===== src/rtl/switch_pkg.sv =====
// Shared definitions for the switch combination detector.
//   state_e         : detector FSM states (armed / done / failed)
//   DefaultReqMask  : default required-switch mask (switches 1,6,7,8,9,11,13)
//   count_width()   : bits needed to hold a count of 0..n required switches
package switch_pkg;

  typedef enum logic [1:0] {
    StArmed = 2'd0,
    StDone  = 2'd1,
    StFail  = 2'd2
  } state_e;

  localparam logic [15:0] DefaultReqMask = 16'b0010_1011_1100_0010;

  function automatic int unsigned count_width(input int unsigned n);
    return $clog2(n + 1);
  endfunction

endpackage


===== src/rtl/sw_debounce.sv =====
// Single switch input conditioner: 2-flop synchroniser, debounce filter and
// rising-edge pulse on the debounced level.
//   CLOCK  : system clock, rising edge
//   RESETN : asynchronous active-low reset
//   sw     : raw asynchronous switch level
//   rise   : one-cycle pulse when the debounced level goes 0 -> 1
module sw_debounce #(
  parameter int unsigned DEBOUNCE_CYC = 4
) (
  input  logic CLOCK,
  input  logic RESETN,
  input  logic sw,
  output logic rise
);

  localparam int unsigned CntW = (DEBOUNCE_CYC > 1) ? $clog2(DEBOUNCE_CYC) : 1;

  logic sync1_q, sync2_q, prev_q;
  logic level;

  always_ff @(posedge CLOCK or negedge RESETN) begin
    if (!RESETN) begin
      sync1_q <= 1'b0;
      sync2_q <= 1'b0;
      prev_q  <= 1'b0;
    end else begin
      sync1_q <= sw;
      sync2_q <= sync1_q;
      prev_q  <= level;
    end
  end

  if (DEBOUNCE_CYC == 0) begin : g_bypass
    assign level = sync2_q;
  end else begin : g_filter
    logic            db_q, db_d;
    logic [CntW-1:0] cnt_q, cnt_d;

    // Count consecutive cycles of disagreement; any agreement restarts the count.
    always_comb begin
      db_d  = db_q;
      cnt_d = '0;
      if (sync2_q != db_q) begin
        if (cnt_q == CntW'(DEBOUNCE_CYC - 1)) begin
          db_d = sync2_q;
        end else begin
          cnt_d = cnt_q + CntW'(1);
        end
      end
    end

    always_ff @(posedge CLOCK or negedge RESETN) begin
      if (!RESETN) begin
        db_q  <= 1'b0;
        cnt_q <= '0;
      end else begin
        db_q  <= db_d;
        cnt_q <= cnt_d;
      end
    end

    assign level = db_q;
  end

  assign rise = level & ~prev_q;

endmodule


===== src/rtl/switch_combo_detector.sv =====
// Detects that every switch in REQ_MASK has been raised (optionally in
// ascending order), with forbidden-switch detection, timeout and clear.
//   CLOCK  : system clock, rising edge
//   RESETN : asynchronous active-low reset
//   full   : qualifier for index
//   clear  : synchronous clear of progress back to armed
//   sw     : raw switch levels
//   index  : combination complete and full
//   fail   : sticky failure flag
//   seen   : sticky accepted-switch bits
//   count  : number of required switches seen
module switch_combo_detector
  import switch_pkg::*;
#(
  parameter int unsigned       NUM_SW       = 16,
  parameter logic [NUM_SW-1:0] REQ_MASK     = DefaultReqMask,
  parameter bit                ORDERED      = 1'b0,
  parameter bit                STRICT       = 1'b0,
  parameter int unsigned       DEBOUNCE_CYC = 4,
  parameter int unsigned       TIMEOUT_CYC  = 0
) (
  input  logic                            CLOCK,
  input  logic                            RESETN,
  input  logic                            full,
  input  logic                            clear,
  input  logic [NUM_SW-1:0]               sw,
  output logic                            index,
  output logic                            fail,
  output logic [NUM_SW-1:0]               seen,
  output logic [count_width(NUM_SW)-1:0]  count
);

  localparam int unsigned CntW = count_width(NUM_SW);
  localparam int unsigned TmoW = (TIMEOUT_CYC > 0) ? $clog2(TIMEOUT_CYC + 1) : 1;

  logic [NUM_SW-1:0] ev;

  for (genvar g = 0; g < NUM_SW; g++) begin : g_sw
    sw_debounce #(
      .DEBOUNCE_CYC(DEBOUNCE_CYC)
    ) u_debounce (
      .CLOCK (CLOCK),
      .RESETN(RESETN),
      .sw    (sw[g]),
      .rise  (ev[g])
    );
  end

  state_e            state_q, state_d;
  logic [NUM_SW-1:0] seen_q, seen_d;
  logic [CntW-1:0]   count_q, count_d;
  logic [TmoW-1:0]   tmo_q, tmo_d;
  logic              started_q, started_d;

  logic [NUM_SW-1:0] req_ev, opt_ev, pending, next_req;
  logic              order_err, strict_err, accept, complete, tmo_hit;

  // Event classification against current progress.
  always_comb begin
    req_ev     = ev & REQ_MASK;
    opt_ev     = ev & ~REQ_MASK;
    pending    = REQ_MASK & ~seen_q;
    next_req   = pending & (~pending + NUM_SW'(1));  // lowest outstanding required bit
    order_err  = ORDERED && (req_ev != '0) && (req_ev != next_req);
    strict_err = STRICT && (opt_ev != '0);
    accept     = (ev != '0) && !order_err && !strict_err;
  end

  // State register.
  always_ff @(posedge CLOCK or negedge RESETN) begin
    if (!RESETN) begin
      state_q   <= StArmed;
      seen_q    <= '0;
      count_q   <= '0;
      tmo_q     <= '0;
      started_q <= 1'b0;
    end else begin
      state_q   <= state_d;
      seen_q    <= seen_d;
      count_q   <= count_d;
      tmo_q     <= tmo_d;
      started_q <= started_d;
    end
  end

  // Next state.
  always_comb begin
    state_d   = state_q;
    seen_d    = seen_q;
    tmo_d     = tmo_q;
    started_d = started_q;
    tmo_hit   = 1'b0;
    complete  = 1'b0;
    if (clear) begin
      state_d   = StArmed;
      seen_d    = '0;
      tmo_d     = '0;
      started_d = 1'b0;
    end else if (state_q == StArmed) begin
      if (!order_err) begin
        seen_d = seen_q | req_ev;
        if (!STRICT) seen_d = seen_d | opt_ev;
      end
      if (started_q) begin
        tmo_d   = tmo_q + TmoW'(1);
        tmo_hit = (TIMEOUT_CYC != 0) && (tmo_q == TmoW'(TIMEOUT_CYC - 1));
      end else if (accept) begin
        started_d = 1'b1;
      end
      complete = (seen_d & REQ_MASK) == REQ_MASK;
      // Completion beats a same-cycle timeout; a bad event beats both.
      if (order_err || strict_err) begin
        state_d = StFail;
      end else if (complete) begin
        state_d = StDone;
      end else if (tmo_hit) begin
        state_d = StFail;
      end
    end
    count_d = '0;
    for (int i = 0; i < NUM_SW; i++) begin
      count_d = count_d + CntW'(seen_d[i] & REQ_MASK[i]);
    end
  end

  // Outputs.
  always_comb begin
    index = (state_q == StDone) && full;
    fail  = (state_q == StFail);
  end

  assign seen  = seen_q;
  assign count = count_q;

endmodule


===== config.mk =====
export PLATFORM = sky130hd
export DESIGN_NAME = switch_combo_detector
export DESIGN_NICKNAME = d
export VERILOG_FILES = /design/src/rtl/switch_pkg.sv /design/src/rtl/sw_debounce.sv /design/src/rtl/switch_combo_detector.sv
export SDC_FILE = /design/constraint.sdc
export NUM_CORES = 1
export LEC_CHECK = 0
export CAP_MARGIN = 10
export CORE_UTILIZATION = 55
export DETAILED_ROUTE_END_ITERATION = 10
export GPL_TIMING_DRIVEN = 0
export MAX_ROUTING_LAYER = met4
export PLACE_DENSITY = 0.78
export SLEW_MARGIN = 20
export SYNTH_ARGS = -nofsm -noshare
export SYNTH_HDL_FRONTEND = slang
export SYNTH_HIERARCHICAL = 1
export SYNTH_SLANG_ARGS = --single-unit

===== constraint.sdc =====
create_clock -name CLOCK -period 3.8 [get_ports CLOCK]
set_input_delay 1.14 -clock CLOCK [delete_from_list [all_inputs] [get_ports CLOCK]]
set_output_delay 1.14 -clock CLOCK [all_outputs]
set_load 0.05 [all_outputs]

**Word level (Yosys, flattened, before mapping)**

Cells that the tools add are included.

- Flip-flop bits (word level): 119
- Latch bits: 0
- Bits in writable memories: 0
- Memory bits (read-only): 0
- Input port bits: 20
- Logic and storage cells: 238
- Memories kept: 0

- Add/subtract/negate cells: 22
- $mul: 0
- Divide/modulo/power cells: 0
- Magnitude comparators: 0
- Equal/unequal tests: 35
- Shifts and indexed selects: 0
- Muxes and demuxes: 42
- Bitwise operators: 34
- Reduce and logical (&&, ||, !) cells: 21

Operator list:

| cell | count |
|---|---|
| 2-to-1 mux 2 bit | 36 |
| 2-to-1 mux 16 bit | 4 |
| equality test 2 bit, second input constant | 17 |
| AND reduction 2 bit | 17 |
| adder 2 x 1 -> 2 bit, second input constant | 16 |
| bitwise AND 1 bit | 16 |
| inequality test 1 bit | 16 |
| NOT 1 bit | 16 |
| bitwise OR 16 x 14 -> 16 bit | 1 |
| bitwise OR 16 bit | 1 |
| adder 5 x 1 -> 5 bit | 2 |
| equality test 7 bit, second input constant | 1 |
| adder 4 x 1 -> 5 bit | 1 |
| adder 3 x 1 -> 4 bit | 1 |
| adder 2 x 1 -> 3 bit | 1 |
| nonzero test 3 bit | 1 |
| adder 1 x 1 -> 2 bit | 1 |
| equality test 2 x 1 -> 1 bit, second input constant | 1 |
| zero test 2 bit | 1 |
| 2-to-1 mux 1 bit | 2 |
| nonzero test 2 bit | 1 |
| logical AND 1 bit | 1 |

**Logic depth before layout (Yosys ltp)**

- Depth in word-level cells: 14
- Mapped depth: 10

**Hierarchy**

Netlist, hierarchy kept.

By module, submodules not included:

| module | instances | cells an instance | area an instance (um2) | sequential area each (um2) |
|---|---|---|---|---|
| sw_debounce | 16 | 12 | 205.2 | 150.1 |
| switch_combo_detector | 1 | 80 | 870.8 | 525.5 |

**Least setup slack after synthesis**

Ideal clock, no wire load.

- Path type: input to register
- Start point: in clear
- End point: reg count_q[1] (netlist: count[1])
- Library setup time: 135 ps
- Arrival: 3,638 ps
- Slack: 27 ps
- Cell stages on the path: 9
- Cell sequence: clkbuf_1 clkbuf_1 nor2_1 fa_1 inv_1 fa_1 inv_1 fa_1 fa_1

- Word-level cells in the longest chain between the ends: 7

Ends and longest elaborated chain:

| element | line | text |
|---|---|---|
| from (decl) | switch_combo_detector.sv:25 | `input logic clear,` |
| 2-to-1 mux 16 bit | switch_combo_detector.sv:94 | `if (clear) begin` |
| net seen_d[6] | switch_combo_detector.sv:50 | `logic [NUM_SW-1:0] seen_q, seen_d;` |
| adder 1 x 1 -> 2 bit | switch_combo_detector.sv:122 | `count_d = count_d + CntW'(seen_d[i] & REQ_MASK[i]);` |
| adder 2 x 1 -> 3 bit | switch_combo_detector.sv:122 |  |
| adder 3 x 1 -> 4 bit | switch_combo_detector.sv:122 |  |
| adder 4 x 1 -> 5 bit | switch_combo_detector.sv:122 |  |
| adder 5 x 1 -> 5 bit (2 in a row) | switch_combo_detector.sv:122 |  |
| net count_d[1] | switch_combo_detector.sv:51 | `logic [CntW-1:0] count_q, count_d;` |
| to (signal assigned) | switch_combo_detector.sv:80 | `count_q <= count_d;` |
| to (decl) | switch_combo_detector.sv:51 |  |

The timed path passes the listed nets, and every way through them passes these cells.
A chain may end at the register's enable or synchronous reset.

**Worst setup path after layout**

- Start point: in full
- End point: out index

- Word-level cells in the longest chain between the ends: 1

Ends and longest elaborated chain:

| element | line | text |
|---|---|---|
| from (decl) | switch_combo_detector.sv:24 | `input logic full,` |
| logical AND 1 bit | switch_combo_detector.sv:128 | `index = (state_q == StDone) && full;` |
| to (decl) | switch_combo_detector.sv:27 | `output logic index,` |

Every way passes these cells.

==> results_tabular.tex <==
\begin{tabular}{lr}
\hline
Metric & Value \\
\hline
\multicolumn{2}{l}{\textbf{Setup path}} \\
Critical Path End Type & primary output \\
Worst Setup Path Type & input port to primary output \\
Maximum cell stage delay along the critical path & 0.80 ns \\
Required time at the endpoint of the critical path & 2.66 ns \\
Launching element type of the critical path & input port \\
Slowest CP cell & sky130\_fd\_sc\_hd\_\_clkdlybuf4s50\_1 \\
Arrival time of the worst setup path & 2.56 ns \\
Worst-path fanout max & 1 \\
Cell mode on critical path & sky130\_fd\_sc\_hd\_\_clkdlybuf4s50\_1 \\
Critical path, cell by cell & clkdlybuf4s50\_1 -> nand2\_1 -> nor2\_1 -> clkdlybuf4s50\_1 \\
\multicolumn{2}{l}{\textbf{Route}} \\
Remaining design rule violation count & 0 \\
Violation count after the first detailed-routing iteration & 71 \\
Via density & 4.90 \\
Wirelength, routed & 6530 um \\
1st-pass router iterations & 4 \\
Routed length per instance & 14.7 um \\
Antenna viol nets, final & 0 \\
Detailed-route via count & 2172 \\
\multicolumn{2}{l}{\textbf{Place}} \\
Post-placement cell area & 4700 um2 \\
Number of buffers added on ports & 39 \\
Number of cells after detailed placement & 412 \\
Sum of net half-perimeters after detailed placement & 4110 um \\
Gp weighted congestion & 0.705 \\
\multicolumn{2}{l}{\textbf{GRT}} \\
Via count of the first global-routing pass & 2399 \\
Gr ovfl total & 0 \\
First-pass GRT wire length & 10900 um \\
Gr usage total & 20.5\% \\
Number of antenna violations at the first check in global routing & 0 \\
Pin count of the biggest net entering global routing & 73 \\
\multicolumn{2}{l}{\textbf{Clock network}} \\
Setup repair bufs after CTS & 0 \\
Clock-pin transition on the worst setup and hold timing paths & 0.05 ns \\
Number of buffers inserted during clock tree synthesis & 17 \\
CTS Buffer Depth & 2 \\
H-tree depth & 4 \\
Clock net sink count & 117 \\
PostCTS Resize Cnt & 0 \\
Clock tree from TritonCTS & yes \\
Root buffer cell & sky130\_fd\_sc\_hd\_\_clkbuf\_8 \\
Clock latency reported for the late side of the worst-skew pair & 0.51 ns \\
Count of hold buffers inserted by post-cts repair & 0 \\
\multicolumn{2}{l}{\textbf{Flow run}} \\
Max cap viols & 0 \\
\multicolumn{2}{l}{\textbf{Synth}} \\
\#FFs+latches synth & 117 \\
Most common flop cell mapped by yosys & sky130\_fd\_sc\_hd\_\_dfrtp\_1 \\
Number of synthesized flops with an enable pin & 0 \\
Area fraction of the dominant cell type after synthesis & 70.5\% \\
Cell type with the largest total area after synthesis & sky130\_fd\_sc\_hd\_\_dfrtp\_1 \\
Number of instances in the synthesized netlist & 272 \\
Most common cell in the netlist & sky130\_fd\_sc\_hd\_\_dfrtp\_1 \\
Sequential cell area fraction in the yosys report & 70.5\% \\
Avg Inst Size Synth & 15.3 um2 \\
Ys async rst share & 100\% \\
Mapped cell area & 4150 um2 \\
Leading post-synthesis cells by instance count & sky130\_fd\_sc\_hd\_\_dfrtp\_1, sky130\_fd\_sc\_hd\_\_nor2b\_1, sky130\_fd\_sc\_hd\_\_a21oi\_1 \\
Warning count from the yosys run & 6 \\
Cell types with the largest area share after synthesis & sky130\_fd\_sc\_hd\_\_dfrtp\_1, sky130\_fd\_sc\_hd\_\_nor2b\_1, sky130\_fd\_sc\_hd\_\_ha\_1 \\
Distinct cell type count after synthesis & 19 \\
\multicolumn{2}{l}{\textbf{Run status}} \\
Status & completed \\
\multicolumn{2}{l}{\textbf{Timing}} \\
Count of final hold-check violations & 0 \\
Transition time at the pin with the least slew margin & 0.530 ns \\
Count of final setup violators & 0 \\
Max-slew violation count & 0 \\
Part of the cycle the worst path needs & 97.3\% \\
Total Negative Setup Slacks & 0 ns \\
Post-route clock skew & 0.00595 ns \\
Minimum clock period after layout & 3.70 ns \\
Peak Freq & 270 MHz \\
Slew HR & 64.6\% \\
Unrepaired setup endpoints after global routing & no \\
Hold WS & 0.345 ns \\
\multicolumn{2}{l}{\textbf{Floorplan}} \\
Core footprint & 7290 um2 \\
Horizontal die dimension & 88.9 um \\
Starting density of the core & 57.0\% \\
Die height & 88.9 um \\
Row Count & 31 \\
I/O pin cnt & 43 \\
DIE AREA & 7900 um2 \\
\multicolumn{2}{l}{\textbf{Final layout}} \\
Non-filler instance count after layout & 443 \\
Number of antenna repair diodes & 0 \\
Fraction of final layout cells sized beyond drive strength 1 & 14.8\% \\
Design area & 5340 um2 \\
Fill cell total of the finished layout & 497 \\
Area growth from synthesis to final layout & 28.6\% \\
Total number of nets in the final design & 372 \\
\multicolumn{2}{l}{\textbf{Power and ir drop}} \\
Peak supply drop & 0.530 mV \\
Cell leakage power & 2.46 nW \\
Power per Cell Area & 909 nW/um2 \\
\multicolumn{2}{l}{\textbf{Hold path}} \\
Hold/Removal Path Class & register to register \\
\hline
\end{tabular}
area by class of cell:
cell class / instances / area [um2] / share of cell area, %
Inverter: 6 / 22.5 / 0.422
Buffer: 5 / 26.3 / 0.492
Multi-Input combinational cell: 145 / 1180 / 22.1
Clock buffer: 21 / 439 / 8.22
Sequential cell: 117 / 2930 / 54.8
Tap cell: 99 / 124 / 2.32
Clock inverter: 10 / 203 / 3.79
Timing Repair Buffer: 40 / 419 / 7.85
state kept, by name (all words and copies together) (netlist names):
register	flops
g_sw.u_debounce/g_filter.cnt_q	32
g_sw.u_debounce/g_filter.db_q	16
g_sw.u_debounce/prev_q	16
g_sw.u_debounce/sync1_q	16
g_sw.u_debounce/sync2_q	16
seen	16
count	3
state_q	2
placed cells by master (no fill, tap or decap), drive strengths merged:
cell type / count
buf: 4
xnor2: 16
clkinvlp: 1
nor3: 16
ha: 16
o22ai: 3
inv: 6
nand2: 1
a21oi: 17
mux2: 16
or4: 1
or2: 2
bufinv: 6
nor2b: 34
conb: 2
nor2: 16
fa: 4
clkdlybuf4s50: 38
clkbuf: 24
clkinv: 3
o21ai: 1
dfrtp: 117
metal layers:
| layer | share of wire (%) | up-vias | GRT usage (%) |
|---|---|---|---|
| met1 | 42 | 1091 | 21.9 |
| met3 | 4.6 | 8 | 8.77 |
| met4 | 1.4 | 0 | 9.38 |
| met5 | 0 | - | - |
| li1 | - | 1025 | - |
| met2 | 52 | 48 | 33.1 |
power breakdown:
| group | leakage, nW | internal, W | switching [W] |
|---|---|---|---|
| registers | 1.45 | 0.00165 | 0.000250 |
| clock network | 0.312 | 0.00121 | 0.000507 |
| logic | 0.706 | 0.000547 | 0.000692 |
worst paths after layout:
| check | slack [ns] | start | cells after the start | endpoint |
|---|---|---|---|---|
| min reg2reg | 0.34 | g_sw[3].u_debounce/sync1_q | 0 | g_sw[3].u_debounce/sync2_q |
| max | 0.10 | full | 4 | index |
| min in group asynchronous | 0.55 | RESETN | 1 | g_sw[2].u_debounce/g_filter.cnt_q[0] |
| max in group asynchronous | 2.58 | RESETN | 2 | g_sw[14].u_debounce/g_filter.db_q |
| max reg2reg | 0.62 | state_q[0] | 10 | count[1] |
| min | 0.34 | g_sw[3].u_debounce/sync1_q | 0 | g_sw[3].u_debounce/sync2_q |
metrics by stage:
stage,total power (W),utilization (%),worst slack (ns)
floorplan,0.00275,-,0.0267
global placement,0.00307,64.1,-2.69
detailed placement,0.00316,64.5,-0.392
CTS,0.00493,73.3,0.0932
global route,0.00514,73.3,0.0332
finish,0.00485,73.3,0.101
worst max-delay path: cells and delay by family:
| kind | cells | cell delay [ns] |
|---|---|---|
| buffers and inverters | 2 | 1.27 |
| and+or+nand+nor | 2 | 0.14 |
cells by family (layout without fill, tap and decap cells):
kind of cell               after synthesis  after routing  synth area share [%]
AOI/OAI and AO/OA                       21             21                  2.62
xor gates and xnor gates                16             16                  3.37
adders and majority gates               20             20                  6.75
buffers and inverters                   11             82                  1.17
DFF                                    117            117                  70.5
muxes                                   16             16                  4.34
other                                    1              2                0.0903
and+or+nand+nor                         70             70                  11.2
Power figures use the tool's default switching activity.
